`src/rtl/ram_arbiter_pkg.sv`:
```
// Shared constants for the two-master data-RAM arbiter: FSM encoding and master ids.
package ram_arbiter_pkg;

    localparam int XLEN_DEFAULT = 32;

    localparam logic [1:0] ST_IDLE = 2'd0;
    localparam logic [1:0] ST_WAIT = 2'd1;
    localparam logic [1:0] ST_RESP = 2'd2;

    localparam logic M0 = 1'b0;
    localparam logic M1 = 1'b1;

endpackage

```
`src/rtl/ram_arb_rr.sv`:
```
// Two-requester round-robin grant; last_gnt remembers the previous winner so a tie goes to the other one.
module ram_arb_rr
    import ram_arbiter_pkg::*;
(
    input  logic       clk_i,
    input  logic       rst_i,
    input  logic [1:0] req,
    input  logic       update,
    output logic [1:0] gnt,
    output logic       winner
);

    logic last_gnt;

    // NOTE: every output of a combinational block gets a default first, so no path infers a latch.
    always_comb begin
        winner = M0;
        gnt    = 2'b00;
        case (req)
            2'b01:   winner = M0;
            2'b10:   winner = M1;
            2'b11:   winner = ~last_gnt;
            default: winner = M0;
        endcase
        if (|req) begin
            gnt = (winner == M1) ? 2'b10 : 2'b01;
        end
    end

    // NOTE: state registers use non-blocking assignments so every flop samples pre-edge values.
    always_ff @(posedge clk_i or negedge rst_i) begin
        if (!rst_i) begin
            last_gnt <= M1;
        end else if (update) begin
            last_gnt <= winner;
        end
    end

endmodule

```
`src/rtl/ram_arbiter.sv`:
```
// Round-robin sharing of the single data-RAM port between the core mem stage (m0) and a second master (m1).
// Optional wait-for-ack timeout is compiled in with RAM_ARB_TIMEOUT_EN.
module ram_arbiter
    import ram_arbiter_pkg::*;
#(
    parameter int XLEN        = XLEN_DEFAULT,
    parameter int TIMEOUT_CYC = 255,
    parameter int CNT_W       = 8
) (
    input  logic            clk_i,
    input  logic            rst_i,

    input  logic            m0_req_i,
    input  logic            m0_we_i,
    input  logic [XLEN-1:0] m0_addr_i,
    input  logic [XLEN-1:0] m0_wdata_i,
    output logic            m0_ack_o,
    output logic [XLEN-1:0] m0_rdata_o,
    output logic            m0_err_o,
    output logic            m0_stall_o,

    input  logic            m1_req_i,
    input  logic            m1_we_i,
    input  logic [XLEN-1:0] m1_addr_i,
    input  logic [XLEN-1:0] m1_wdata_i,
    output logic            m1_ack_o,
    output logic [XLEN-1:0] m1_rdata_o,
    output logic            m1_err_o,
    output logic            m1_stall_o,

    output logic            mem_req_o,
    output logic            mem_we_o,
    output logic [XLEN-1:0] mem_addr_o,
    output logic [XLEN-1:0] mem_wdata_o,
    input  logic            mem_ack_i,
    input  logic [XLEN-1:0] mem_rdata_i
);

    if (2 ** CNT_W <= TIMEOUT_CYC) begin : g_cnt_w_check
        $error("CNT_W is too narrow to count to TIMEOUT_CYC");
    end

    logic [1:0]      state;
    logic            id_q;
    logic            we_q;
    logic [XLEN-1:0] addr_q;
    logic [XLEN-1:0] wdata_q;
    logic [XLEN-1:0] rdata_q;

    logic [1:0]      req;
    logic [1:0]      gnt;
    logic            winner;
    logic            update;
    logic            in_wait;
    logic            in_resp;
    logic            sel_we;
    logic [XLEN-1:0] sel_addr;
    logic [XLEN-1:0] sel_wdata;

`ifdef RAM_ARB_TIMEOUT_EN
    localparam logic [CNT_W-1:0] CNT_LAST = CNT_W'(TIMEOUT_CYC - 1);
    logic [CNT_W-1:0] cnt;
    logic             err_q;
`endif

    assign req     = {m1_req_i, m0_req_i};
    assign update  = (state == ST_IDLE) && (|req);
    assign in_wait = (state == ST_WAIT);
    assign in_resp = (state == ST_RESP);

    ram_arb_rr u_rr (
        .clk_i  (clk_i),
        .rst_i  (rst_i),
        .req    (req),
        .update (update),
        .gnt    (gnt),
        .winner (winner)
    );

    // One-hot grant steers the winning master's fields into the transaction registers.
    assign sel_we    = (gnt[0] & m0_we_i) | (gnt[1] & m1_we_i);
    assign sel_addr  = ({XLEN{gnt[0]}} & m0_addr_i)  | ({XLEN{gnt[1]}} & m1_addr_i);
    assign sel_wdata = ({XLEN{gnt[0]}} & m0_wdata_i) | ({XLEN{gnt[1]}} & m1_wdata_i);

    always_ff @(posedge clk_i or negedge rst_i) begin
        if (!rst_i) begin
            state   <= ST_IDLE;
            id_q    <= M0;
            we_q    <= 1'b0;
            addr_q  <= '0;
            wdata_q <= '0;
            rdata_q <= '0;
`ifdef RAM_ARB_TIMEOUT_EN
            cnt     <= '0;
            err_q   <= 1'b0;
`endif
        end else begin
            case (state)
                ST_IDLE: begin
                    if (|req) begin
                        id_q    <= winner;
                        we_q    <= sel_we;
                        addr_q  <= sel_addr;
                        wdata_q <= sel_wdata;
                        rdata_q <= '0;
`ifdef RAM_ARB_TIMEOUT_EN
                        cnt     <= '0;
                        err_q   <= 1'b0;
`endif
                        state   <= ST_WAIT;
                    end
                end
                ST_WAIT: begin
                    // An ack in the final timeout cycle still completes normally.
                    if (mem_ack_i) begin
                        rdata_q <= we_q ? '0 : mem_rdata_i;
                        state   <= ST_RESP;
                    end
`ifdef RAM_ARB_TIMEOUT_EN
                    else if (cnt == CNT_LAST) begin
                        rdata_q <= '0;
                        err_q   <= 1'b1;
                        state   <= ST_RESP;
                    end else begin
                        cnt <= cnt + 1'b1;
                    end
`endif
                end
                ST_RESP: state <= ST_IDLE;
                default: state <= ST_IDLE;
            endcase
        end
    end

    assign mem_req_o   = in_wait;
    assign mem_we_o    = in_wait & we_q;
    assign mem_addr_o  = in_wait ? addr_q  : '0;
    assign mem_wdata_o = in_wait ? wdata_q : '0;

    assign m0_ack_o   = in_resp && (id_q == M0);
    assign m1_ack_o   = in_resp && (id_q == M1);
    assign m0_rdata_o = m0_ack_o ? rdata_q : '0;
    assign m1_rdata_o = m1_ack_o ? rdata_q : '0;

`ifdef RAM_ARB_TIMEOUT_EN
    assign m0_err_o = m0_ack_o & err_q;
    assign m1_err_o = m1_ack_o & err_q;
`else
    assign m0_err_o = 1'b0;
    assign m1_err_o = 1'b0;
`endif

    assign m0_stall_o = m0_req_i & ~m0_ack_o;
    assign m1_stall_o = m1_req_i & ~m1_ack_o;

endmodule
```
`config.mk`:
```
export PLATFORM = sky130hd
export DESIGN_NAME = ram_arbiter
export DESIGN_NICKNAME = d
export VERILOG_FILES = /design/src/rtl/ram_arbiter_pkg.sv /design/src/rtl/ram_arb_rr.sv /design/src/rtl/ram_arbiter.sv
export SDC_FILE = /design/constraint.sdc
export NUM_CORES = 1
export LEC_CHECK = 0
export ABC_AREA = 1
export CAP_MARGIN = 20
export CORE_UTILIZATION = 37
export CTS_BUF_LIST = sky130_fd_sc_hd__clkbuf_4
export CTS_CLUSTER_SIZE = 12
export DETAILED_ROUTE_END_ITERATION = 7
export PLACE_DENSITY_LB_ADDON = 0.12
export SKIP_LAST_GASP = 1
export SLEW_MARGIN = 20
export SYNTH_ARGS = -nofsm -noshare
export SYNTH_HDL_FRONTEND = slang
export SYNTH_HIERARCHICAL = 1
export SYNTH_SLANG_ARGS = --single-unit
```
`constraint.sdc`:
```
create_clock -name clk_i -period 1.7 [get_ports clk_i]
set_clock_uncertainty 0.2 [all_clocks]
set_input_delay 0.17 -clock clk_i [delete_from_list [all_inputs] [get_ports clk_i]]
set_output_delay 0.17 -clock clk_i [all_outputs]
set_load 0.005 [all_outputs]
```
==> key figures <==
Outcome
  • Outcome: finished with violations
  • Failing checks: setup timing

Hold path
  • Hold_sp: mem_rdata_i[7]
  • Hold endpoint: rdata_q[7]$_DFFE_PN0P_
  • Hold Crit Class: input port to flip-flop
  • WHS Path Cells: 3

Floorplan
  • IO Pins: around 300
  • Core Area: 0.0153 mm²
  • Cell Rows: between 40 and 50
  • Full die area: between 0.015 and 0.02 mm²
  • Initial core utilization: 38.0%
  • Die X: 127 µm
  • Die height: 127 µm

CTS
  • CTS sink cnt: 101
  • H-tree depth: 3
  • CTS buffer count: 9
  • Clock tree from TritonCTS: built
  • Reg clk slew, reported paths: about 0.15 ns
  • CTS root buf: clkbuf_4
  • Clk buf depth: 2
  • Clock latency at the later pin of the worst-skew pair: 0.45 ns

Routing
  • WL final: between 20 and 25 mm
  • DRC viols: 0
  • Initial DRC count: about 330
  • Vias per inst: 4.55
  • Drt first pass iters: 4
  • Via count: 6475
  • DRT antenna net count: 0
  • DR WL/cell: between 10 and 15 µm

Layout
  • Area added between synthesis and finish: 63.6%
  • Layout cells sized above 1: 22.9%
  • Final net count: 1374

Synthesis
  • Post-Syn Instances: 907
  • Area leader, netlist: dfrtp_1
  • Synth warn: 6
  • Mapped cell area: slightly below 0.006 mm²
  • Flops & latches, synth: 101
  • Yosys top cell area share: 43.2%
  • Register area share after synthesis: 43.6%
  • Synth top area cells: dfrtp_1 (43%), nand2_1 (28%), nor2_1 (8.4%)
  • Syn_area_per_cell: 6.39 µm²
  • Synth cell types: 19

Job
  • Max_cap viols: 0

Timing
  • Period utilisation layout: 124%
  • Setup violators final: 134
  • Hold Vio Cnt, Final: 0
  • Min Tclk post-route: 2.10 ns
  • Final slew viol count: 0
  • Worst setup margin: -0.404 ns
  • F_max: 475 MHz
  • RSZ-0062 raised after global routing: yes

Power and ir drop
  • Worst vdd ir: 575 µV
  • Total Power: 12000 µW
  • P_leak: 0.00501 µW
  • Power density cells: 1270 mW/mm²

Worst setup path
  • Type of origin of the critical path: flip-flop
  • Crit Path Max Fanout: 17
  • Crit end category: output pin
  • R2R setup slack: around 0.060 ns
  • Reg-to-reg critical path startpoint: state[1]$_DFFE_PN0P_
  • Crit Path Category: flip-flop to output pin
  • WP data arrival: 1.73 ns
  • Reg2reg end: u_rr/last_gnt$_DFFE_PN1P_
  • WP data required: 1.33 ns
  • Worst R2R Path Depth: 9

Placed design
  • Port buffer count: 300
  • RePlAce Congestion: 0.797
  • Post-DP HPWL: 13.2 mm
  • Setup WS pre-CTS: -0.194 ns

GRT
  • Initial antenna violation count: 1
  • Vias in the first global route: approximately 5800
  • Largest net degree at the start of global routing: 57
  • Gr usage total: ~25%
  • GRT Residual Overflow: 0
  • Global-route wire length before repair: 30.8 mm
==> kinds of logic after synthesis <==
| logic type | after synthesis | share of synthesized area [%] |
|---|---|---|
| and+or+nand+nor | 633 | 43.7 |
| buffers and inverters | 170 | 12.4 |
| DFF | 101 | 43.6 |
| AOI/OAI and AO/OA | 2 | 0.173 |
| other | 1 | 0.0647 |
==> power by group <==
part	switching (µW)	internal, µW	total, µW
clock network	795	358	1150
registers	556	3420	3980
logic	3950	2920	6880
==> registers in the layout (all words and copies together), names as in the netlist <==
name,cells
wdata_q,32
we_q,1
id_q,1
addr_q,32
state,2
rdata_q,32
u_rr/last_gnt,1
==> layer usage <==
layer / part of all wire, % / routed length (µm) / vias to the layer above / track usage, %
met3: 7.3 / 1500 / 21 / 5.95
met4: 1.7 / 348 / 0 / 7.63
li1: - / - / 3284 / -
met5: 0 / 0 / - / 0
met1: 41 / 8330 / 2946 / 30.4
met2: 50 / 10400 / 224 / 42.5
==> worst max-delay path by stage <==
stage                                    from                      to  slack (ns)  cells past startpoint
global placement         state[1]$_DFFE_PN0P_                mem_we_o       -0.18                      5
detailed placement                   m0_req_i  addr_q[11]$_DFFE_PN0P_       -0.19                      8
floorplan           u_rr/last_gnt$_DFFE_PN1P_  addr_q[18]$_DFFE_PN0P_        0.07                      8
finish                   state[0]$_DFFE_PN0P_          m0_rdata_o[31]       -0.40                      5
global route             state[0]$_DFFE_PN0P_          m0_rdata_o[31]       -0.55                      5
CTS                      state[0]$_DFFE_PN0P_          m0_rdata_o[28]       -0.43                      6
==> synth_stat cells, drive strengths merged <==
cell and number:
buf 42, and2 2, dfstp 1, nor2 131
o21ai 2, inv 110, nand2 432, conb 1
nand3b 1, clkbuf 18, nand3 35, nand4 32
dfrtp 100
==> per-stage QoR <==
stage	cell area (µm²)	utilization [%]	hold WS, ns	TNS (ns)	std cells
finish	9480	62.1	0.0495	-36.64	1424
global route	9480	62.1	0.0187	-52.33	1424
CTS	9310	61.0	0.0134	-48.57	1416
detailed placement	9140	59.9	-0.0301	-23.58	1385
global placement	9140	59.9	-0.0343	-21.32	1385
floorplan	5800	-	-0.326	0	908
==> cells in the final DEF, fill, tap and decap left out, drive strengths merged <==
cell / Yosys / layout
dfrtp: 100 / 100
nand3: 35 / 35
nand3b: 1 / 1
nand4: 32 / 32
dlygate4sd3: 0 / 2
o21ai: 2 / 2
dfstp: 1 / 1
nor2: 131 / 131
inv: 110 / 110
diode: 0 / 1
conb: 1 / 2
clkdlybuf4s15: 0 / 23
and2: 2 / 2
clkinv: 0 / 3
clkdlybuf4s50: 0 / 165
clkbuf: 18 / 44
buf: 42 / 127
nand2: 432 / 432
==> cell type report <==
class / instances / area, µm²
clock inverter: 3 / 12.5
fill: 1454 / 5780
tap: 211 / 264
timing repair buffer: 348 / 3250
antenna: 1 / 2.50
clock buffer: 13 / 97.6
sequential: 101 / 2530
inverter: 110 / 423
multi-input combinational: 637 / 2900
==> critical path: stages, from the launching register on <==
cell	delay, ns
dfrtp_1	0.43
inv_2	0.12
nand3b_1	0.16
buf_8	0.21
nor2_1	0.13
clkdlybuf4s15_2	0.22
==> timing repair <==
action	in CTS	in global routing
cloned	6	6
setup buffers	8	6
endpoints found under the setup margin	134	193
resized for setup	393	223
pin swaps	3	2
endpoints found under the hold margin	100	0
hold buffers	2	0
(Power assumes the default switching activity.)
